===== config.mk =====
export PLATFORM = sky130hd
export DESIGN_NAME = spi_slave_rx
export DESIGN_NICKNAME = d
export VERILOG_FILES = /design/src/rtl/spi_pkg.sv /design/src/rtl/spi_sync_edge.sv /design/src/rtl/spi_slave_rx.sv
export SDC_FILE = /design/constraint.sdc
export NUM_CORES = 1
export LEC_CHECK = 0
export CAP_MARGIN = 15
export CORE_ASPECT_RATIO = 1.4
export CORE_MARGIN = 3
export CORE_UTILIZATION = 49
export DETAILED_ROUTE_END_ITERATION = 6
export HOLD_SLACK_MARGIN = 0.08
export PLACE_DENSITY = 0.85
export SYNTH_ARGS = -nofsm -noshare
export SYNTH_HDL_FRONTEND = slang
export SYNTH_SLANG_ARGS = --single-unit

===== constraint.sdc =====
create_clock -name clk -period 1.9 [get_ports clk]
set_input_delay 0.38 -clock clk [delete_from_list [all_inputs] [get_ports clk]]
set_output_delay 0.38 -clock clk [all_outputs]
set_load 0.02 [all_outputs]

===== src/rtl/spi_pkg.sv =====
// Shared definitions for the 12-bit SPI link.
// Word width, counter width and slave state encoding.
package spi_pkg;

    localparam int SPI_DW    = 12;
    localparam int SPI_CNT_W = $clog2(SPI_DW + 1);

    typedef enum logic [1:0] {
        WAIT_IDLE,
        IDLE,
        SHIFT,
        HOLD
    } spi_state_t;

endpackage


===== src/rtl/spi_sync_edge.sv =====
// Multi-stage synchronizer with rise/fall detection.
// Edges compare the last stage against a delayed copy.
module spi_sync_edge
    import spi_pkg::*;
#(
    parameter int   SYNC_STAGES = 2,
    parameter logic RST_VAL     = 1'b0
) (
    input  logic clk,
    input  logic rst,
    input  logic din,
    output logic level,
    output logic rise,
    output logic fall
);

    logic [SYNC_STAGES-1:0] sync_q;
    logic                   dly_q;

    // Synchronizer chain plus one delayed copy of its output.
    always_ff @(posedge clk or negedge rst) begin
        if (!rst) begin
            sync_q <= {SYNC_STAGES{RST_VAL}};
            dly_q  <= RST_VAL;
        end else begin
            sync_q <= {sync_q[SYNC_STAGES-2:0], din};
            dly_q  <= sync_q[SYNC_STAGES-1];
        end
    end

    assign level = sync_q[SYNC_STAGES-1];
    assign rise  = level & ~dly_q;
    assign fall  = ~level & dly_q;

endmodule


===== src/rtl/spi_slave_rx.sv =====
// Oversampling SPI slave: receives one MSB-first word per
// chip-select frame and shifts a response word out on miso.
module spi_slave_rx
    import spi_pkg::*;
#(
    parameter int DW          = SPI_DW,
    parameter int SYNC_STAGES = 2
) (
    input  logic          clk,
    input  logic          rst,
    input  logic          sclk,
    input  logic          cs,
    input  logic          mosi,
    output logic          miso,
    input  logic [DW-1:0] tx_data,
    output logic [DW-1:0] rx_data,
    output logic          rx_valid,
    output logic          frame_err,
    output logic          busy
);

    localparam int CW = $clog2(DW + 1);

    logic sclk_lvl, sclk_rise, sclk_fall;
    logic cs_lvl, cs_rise, cs_fall;
    logic mosi_lvl, mosi_rise_unused, mosi_fall_unused;

    spi_state_t    state;
    logic [CW-1:0] cnt;
    logic [DW-1:0] rx_sh;
    logic [DW-1:0] tx_sh;

    spi_sync_edge #(
        .SYNC_STAGES(SYNC_STAGES),
        .RST_VAL    (1'b0)
    ) u_sclk (
        .clk  (clk),
        .rst  (rst),
        .din  (sclk),
        .level(sclk_lvl),
        .rise (sclk_rise),
        .fall (sclk_fall)
    );

    spi_sync_edge #(
        .SYNC_STAGES(SYNC_STAGES),
        .RST_VAL    (1'b1)
    ) u_cs (
        .clk  (clk),
        .rst  (rst),
        .din  (cs),
        .level(cs_lvl),
        .rise (cs_rise),
        .fall (cs_fall)
    );

    spi_sync_edge #(
        .SYNC_STAGES(SYNC_STAGES),
        .RST_VAL    (1'b0)
    ) u_mosi (
        .clk  (clk),
        .rst  (rst),
        .din  (mosi),
        .level(mosi_lvl),
        .rise (mosi_rise_unused),
        .fall (mosi_fall_unused)
    );

    // Frame FSM with registered outputs and shift registers.
    always_ff @(posedge clk or negedge rst) begin
        if (!rst) begin
            state     <= WAIT_IDLE;
            cnt       <= '0;
            rx_sh     <= '0;
            tx_sh     <= '0;
            miso      <= 1'b0;
            rx_data   <= '0;
            rx_valid  <= 1'b0;
            frame_err <= 1'b0;
            busy      <= 1'b0;
        end else begin
            rx_valid  <= 1'b0;
            frame_err <= 1'b0;
            unique case (state)
                // The cs synchronizer resets high, so its level is only
                // trusted once it has stayed high past the reset flush.
                WAIT_IDLE: begin
                    miso <= 1'b0;
                    busy <= 1'b0;
                    if (!cs_lvl) begin
                        cnt <= '0;
                    end else if (cnt == CW'(SYNC_STAGES)) begin
                        cnt   <= '0;
                        state <= IDLE;
                    end else begin
                        cnt <= cnt + 1'b1;
                    end
                end
                IDLE: begin
                    miso <= 1'b0;
                    if (cs_fall) begin
                        tx_sh <= tx_data;
                        miso  <= tx_data[DW-1];
                        cnt   <= '0;
                        busy  <= 1'b1;
                        state <= SHIFT;
                    end
                end
                SHIFT: begin
                    if (cs_rise) begin
                        frame_err <= 1'b1;
                        miso      <= 1'b0;
                        busy      <= 1'b0;
                        state     <= IDLE;
                    end else if (sclk_fall) begin
                        rx_sh <= {rx_sh[DW-2:0], mosi_lvl};
                        cnt   <= cnt + 1'b1;
                        if (cnt == CW'(DW - 1)) begin
                            rx_data  <= {rx_sh[DW-2:0], mosi_lvl};
                            rx_valid <= 1'b1;
                            miso     <= 1'b0;
                            state    <= HOLD;
                        end
                    end else if (sclk_rise) begin
                        tx_sh <= {tx_sh[DW-2:0], 1'b0};
                        miso  <= tx_sh[DW-2];
                    end
                end
                HOLD: begin
                    miso <= 1'b0;
                    if (cs_rise) begin
                        busy  <= 1'b0;
                        state <= IDLE;
                    end
                end
                default: begin
                    miso  <= 1'b0;
                    busy  <= 1'b0;
                    state <= WAIT_IDLE;
                end
            endcase
        end
    end

endmodule


==> impl_metrics.yaml, run 1 <==
clock_network:
  cts_tree: "yes"
  clkTransAtPathRegs_ns: 0.10
  cts_made_buffers: 5
  cts_sinks: 52
  root_buffer: "clkbuf_8"
  htreeDepth: 2
  worst_skew_pair.late_latency_ns: 0.30
  clock_path_buffers: 2
route:
  viasPerCell: 5.16
  drc: 0
  wire_per_inst_um: 15.3
  vias: 1485
  ant_nets: 0
  dr.pass1.iters: 4
  drt_iter0_drc: 60
  finalWirelength_um: 4410
placed_design:
  dp_hpwl_um: 2920
  place_congestion: 0.803
  pre_cts_ws_ns: 0.00920
  placed_area_um2: 2860
  port_buffers: 32
layout:
  seq_area_um2: 1310
  areaGrowthSynthToFinish_pct: 27.4
  nets: 252
  final_cell_mix: "dfrtp_1, mux2_2, clkdlybuf4s50_1, buf_4, inv_1"
  final_area_um2: 3060
  drive_above_1_share_pct: 37.2
  multiInputGateArea_um2: 1050
  final_common_cell: "dfrtp_1"
  n_fill_cell: 358
  n_antenna_cell: 0
synthesis:
  seq_area_frac_synth_pct: 54.3
  netlist.area_leader.share_pct: 51.0
  netlist_area_um2: 2400
  synth-xor-area-share_pct: 0
  synth_top_family_by_area: "multiplexers"
  ys_ff_latch: 52
  synth-simple-area-share_pct: 5.67
  synthAdderAreaFrac_pct: 5.62
  synth_area_leaders: "dfrtp_1, mux2_2, mux2_4"
  syn-num-nets: 202
  synth.distinct_cells: 40
  yosysWarnings: 0
  synth_compound_area_share_pct: 7.13
  synth-edff-count: 0
  synthArstFlopShare_pct: 100
  syn_inst: 175
  synthMuxAreaShare_pct: 23.2
  yosys.area.top_type: "dfrtp_1"
  avgSynthCellArea_um2: 13.7
  synth_ff_type: "dfrtp_1"
setup_path:
  crit_start: "u_cs.dly_q"
  arrival_ns: 2.11
  slowest_stage: "dfstp_2"
  critPathMaxFanout: 6
  start_kind: "register"
  r2r_start: "u_cs.dly_q"
  rrSetupSlack_ns: -0.007
  cp_top_family: "flip-flops"
  max_stage_delay_ns: 0.59
  critPathRequiredTime_ns: 2.10
  path_cells: "inv_1 -> maj3_2 -> o32ai_4 -> clkbuf_16 -> mux2_2"
  crit_buf_inv: 2
  critPathKind: "register to register"
  endpoint_kind: "register"
floorplan:
  num_rows: 29
  die_w_um: 65.2
  die_h_um: 88.9
  ioPinCount: 33
  start_util_pct: 51.8
  dieArea_um2: 5790
  core-area_um2: 4640
grt:
  grt_pass1_vias: 1492
  grt_pass1_wl_um: 6840
  grt_start_max_net_pins: 24
  grt-ovfl-total: 0
  track_usage_pct: 15.3
  grt_antenna_before_repair: 0
hold_path:
  min_path_type: "register to register"
  min_from: "u_mosi.sync_q[0]"
sta:
  relSlewSlack_pct: 66.3
  fin_hold_ws_ns: 0.355
  fin_crit_sh_pct: 100
  finalSetupTns_ns: -0.0126
  skew_ns: 0.0102
  max_freq_mhz: 524
  slew_violations: 0
  fin_ws_ns: -0.00719
  setup_viol: 3
  worstMarginPinSlew_ns: 0.506
  period_needed_ns: 1.91
  hold_violations: 0
status:
  status: "complete, but fails checks"
  violations: "setup timing"
power:
  power_density_nw_per_um2: 1040
  finalPower_mw: 3.19
  ir_drop_mv: 0.540
  leakage_nw: 1.43
flow_run:
  drv_cap: 0
cells in the mapped netlist (2+ instances only):
master / number
nand2_1: 5
ha_1: 10
dfstp_2: 3
buf_2: 3
dfrtp_1: 49
nor2b_1: 2
mux2_2: 34
mux2i_1: 4
a31oi_1: 2
o21bai_1: 2
nor2_1: 5
a21bo_2: 2
buf_6: 3
mux2_4: 9
nand3b_1: 2
inv_1: 12
a21oi_1: 5
cell families after synthesis:
family / Yosys count
adder cells (fa/ha/maj): 11
flip-flops: 52
buffers and inverters: 19
AO/OA/AOI/OAI: 23
multiplexers: 47
AND/OR/NAND/NOR: 23
path summary, 6_finish.rpt:
path / cells past startpoint / end
worst max-delay path: 5 / tx_sh[0]
worst min-delay path: 0 / u_mosi.sync_q[1]
worst max register to register: 5 / tx_sh[0]
worst min register to register: 0 / u_mosi.sync_q[1]
max in group asynchronous: 3 / u_cs.sync_q[0]
min in group asynchronous: 2 / u_sclk.dly_q
state kept, by name, summed over array words and instances (netlist names):
signal,flops
rx_sh,11
rx_data,12
miso,1
u_cs.sync_q,2
u_sclk.sync_q,2
u_cs.dly_q,1
u_sclk.dly_q,1
busy,1
state,2
cnt,4
frame_err,1
rx_valid,1
u_mosi.sync_q,2
tx_sh,11
where the power goes:
| part | internal, mW | leakage [nW] | switching [mW] | total [mW] |
|---|---|---|---|---|
| registers | 1.31 | 0.673 | 0.129 | 1.44 |
| clock network | 0.263 | 0.0414 | 0.357 | 0.620 |
| logic | 0.627 | 0.714 | 0.511 | 1.14 |
| total | 2.20 | 1.43 | 0.997 | 3.19 |
metrics by stage:
stage	instances	util, %
final	288	65.9
after global routing	288	65.9
after CTS	281	63.6
after detailed placement	272	61.5
after global placement	272	61.5
after floorplan	175	-
cell type report:
class                           instances  area share, %
Sequential cell                        52           42.7
Multi-Input combinational cell        104           34.4
Timing Repair Buffer                   50           16.0
Tap cell                               62           2.53
Clock buffer                            6           2.37
Inverter                               12           1.47
Clock inverter                          2          0.531
routing by layer:
metal	vias to the layer above	wire (um)	track usage [%]	part of all wire, %
met4	0	76	5.85	1.7
met5	-	0	0	0
met3	6	163	3.81	3.7
met1	738	1860	18.6	42
li1	708	-	-	-
met2	33	2310	26.1	52
repair_timing:
item	in CTS	in global routing
resized for setup	0	11
hold buffers	1	0
endpoints found under the hold margin	21	0
buffers inserted	0	6
setup endpoints to repair	0	16
Note: power is estimated with default switching activity, not from simulation.
==> run 2: changes to the inputs <==
--- a/config.mk
+++ b/config.mk
@@ -11,7 +11,7 @@
 export CORE_UTILIZATION = 49
 export DETAILED_ROUTE_END_ITERATION = 6
 export HOLD_SLACK_MARGIN = 0.08
-export PLACE_DENSITY = 0.85
+export PLACE_DENSITY = 0.79
 export SYNTH_ARGS = -nofsm -noshare
 export SYNTH_HDL_FRONTEND = slang
 export SYNTH_SLANG_ARGS = --single-unit
==> run 2 against run 1 <==
  * The flow now finishes without violations
  * Die area is the same
  * Fmax grew 7.6%
  * Worst hold slack lost 0.00096 ns
  * Sequential share of layout area grew 0.46 points
  * Critical path depth grew 2
  * Largest cell class unchanged
  * Highest routed layer unchanged
==> impl_metrics.yaml, run 2 (synthesized netlist as in run 1, its figures left out) <==
power:
  finalPower_mw: 3.16
  ir_drop_mv: 0.708
  power_density_nw_per_um2: 1040
  leakage_nw: 1.42
clock_network:
  cts_made_buffers: 5
  root_buffer: "clkbuf_8"
  clock_path_buffers: 2
  clkTransAtPathRegs_ns: 0.09
  cts_tree: "yes"
  htreeDepth: 2
  worst_skew_pair.late_latency_ns: 0.30
  cts_sinks: 52
setup_path:
  critPathKind: "register to register"
  max_stage_delay_ns: 0.41
  critPathRequiredTime_ns: 2.09
  critPathMaxFanout: 9
  slowest_stage: "dfrtp_1"
  path_cells: "inv_2 -> ha_4 -> buf_6 -> nand2_1 -> o32ai_2 -> buf_4 -> mux2_2"
  start_kind: "register"
  crit_buf_inv: 3
  endpoint_kind: "register"
  cp_top_family: "buffers and inverters"
  arrival_ns: 1.97
sta:
  period_needed_ns: 1.77
  fin_crit_sh_pct: 93.3
  slew_violations: 0
  skew_ns: 0.00365
  hold_violations: 0
  setup_viol: 0
  worstMarginPinSlew_ns: 0.332
  rsz0062_at_grt: "false"
  relSlewSlack_pct: 77.6
  max_freq_mhz: 564
  finalSetupTns_ns: 0
grt:
  grt-ovfl-total: 0
  grt_start_max_net_pins: 53
  grt_pass1_vias: 1505
  grt_pass1_wl_um: 6880
  track_usage_pct: 15.4
  grt_antenna_before_repair: 0
layout:
  drive_above_1_share_pct: 36.0
  areaGrowthSynthToFinish_pct: 26.0
  n_antenna_cell: 0
  utilization_pct: 65.2
  fin_cells: 284
  top_regs: "rx_data (12), rx_sh (11), tx_sh (11)"
  largest_reg_flops: 12
  regMostFlops: "rx_data"
  nets: 248
  final_common_cell: "dfrtp_1"
  final_cell_mix: "dfrtp_1, mux2_2, clkdlybuf4s50_1, inv_1"
route:
  dr.pass1.iters: 4
  wire_per_inst_um: 14.1
  drt_iter0_drc: 37
  vias: 1432
  viasPerCell: 5.04
  drc: 0
  ant_nets: 0
  finalWirelength_um: 4000
floorplan:
  num_rows: 29
  die_w_um: 65.2
  die_h_um: 88.9
  core-area_um2: 4640
  ioPinCount: 33
  start_util_pct: 51.8
  dieArea_um2: 5790
placed_design:
  placedCellCount: 274
  port_buffers: 32
  place_congestion: 0.787
  dp_hpwl_um: 2850
hold_path:
  min_path_type: "register to register"
status:
  status: "complete, no violations"
flow_run:
  drv_cap: 0
[run 2: cell types whose count changed in the layout (fill, tap and decap cells not counted)]
| cell | change |
|---|---|
| clkinv_4 | -1 |
| o32ai_2 | +1 |
| buf_4 | -4 |
| buf_6 | -1 |
| clkbuf_16 | -1 |
| o21ai_0 | +1 |
| clkbuf_8 | +1 |
| o32ai_4 | -1 |
| o21ai_1 | -1 |
| buf_12 | +2 |
[run 2: routing by layer]
| metal | GRT usage (%) | up-vias | routed length, um |
|---|---|---|---|
| met4 | 6.42 | 0 | 75 |
| met1 | 19.3 | 691 | 1720 |
| met3 | 3.81 | 7 | 164 |
| met2 | 25.4 | 34 | 2040 |
| met5 | 0 | - | 0 |
| li1 | - | 700 | - |
[run 2: through the flow]
stage / instance area (um2) / setup slack, ns / hold WS, ns
after floorplan: 2430 / 0.0436 / 0.0844
after global placement: 2880 / 0.0670 / 0.334
after detailed placement: 2880 / 0.00637 / 0.335
after CTS: 2990 / 0.0379 / 0.356
after global routing: 3030 / 0.00992 / 0.362
final: 3030 / 0.127 / 0.354
[run 2: final cells by class]
cell class                      instances  area (um2)
Sequential cell                        52        1310
Clock inverter                          1        7.51
Tap cell                               62        77.6
Fill cell                             359        1620
Timing Repair Buffer                   46         464
Inverter                               12        45.0
Multi-Input combinational cell        104        1040
Clock buffer                            7        86.3
[run 2: worst paths after layout]
kind                                       start          endpoint  slack, ns  cells past startpoint
worst max-delay path                    state[1]          tx_sh[2]       0.13                      7
worst min-delay path            u_sclk.sync_q[0]  u_sclk.sync_q[1]       0.35                      0
worst max register to register          state[1]          tx_sh[2]       0.13                      7
worst min register to register  u_sclk.sync_q[0]  u_sclk.sync_q[1]       0.35                      0
max in group asynchronous                    rst    u_cs.sync_q[0]       1.03                      3
min in group asynchronous                    rst            cnt[2]       0.58                      3
[run 2: timing repair]
item,in CTS,in global routing
endpoints found under the hold margin,49,0
hold buffers,1,0
setup buffers,0,1
gates resized for setup,1,7
pin swaps,0,1
gates cloned,0,0
setup endpoints to repair,2,12
[run 2: power by group]
part,switching (mW),internal (mW),leakage [nW]
Combinational,0.474,0.602,0.699
Sequential,0.134,1.31,0.673
Clock,0.344,0.296,0.0445
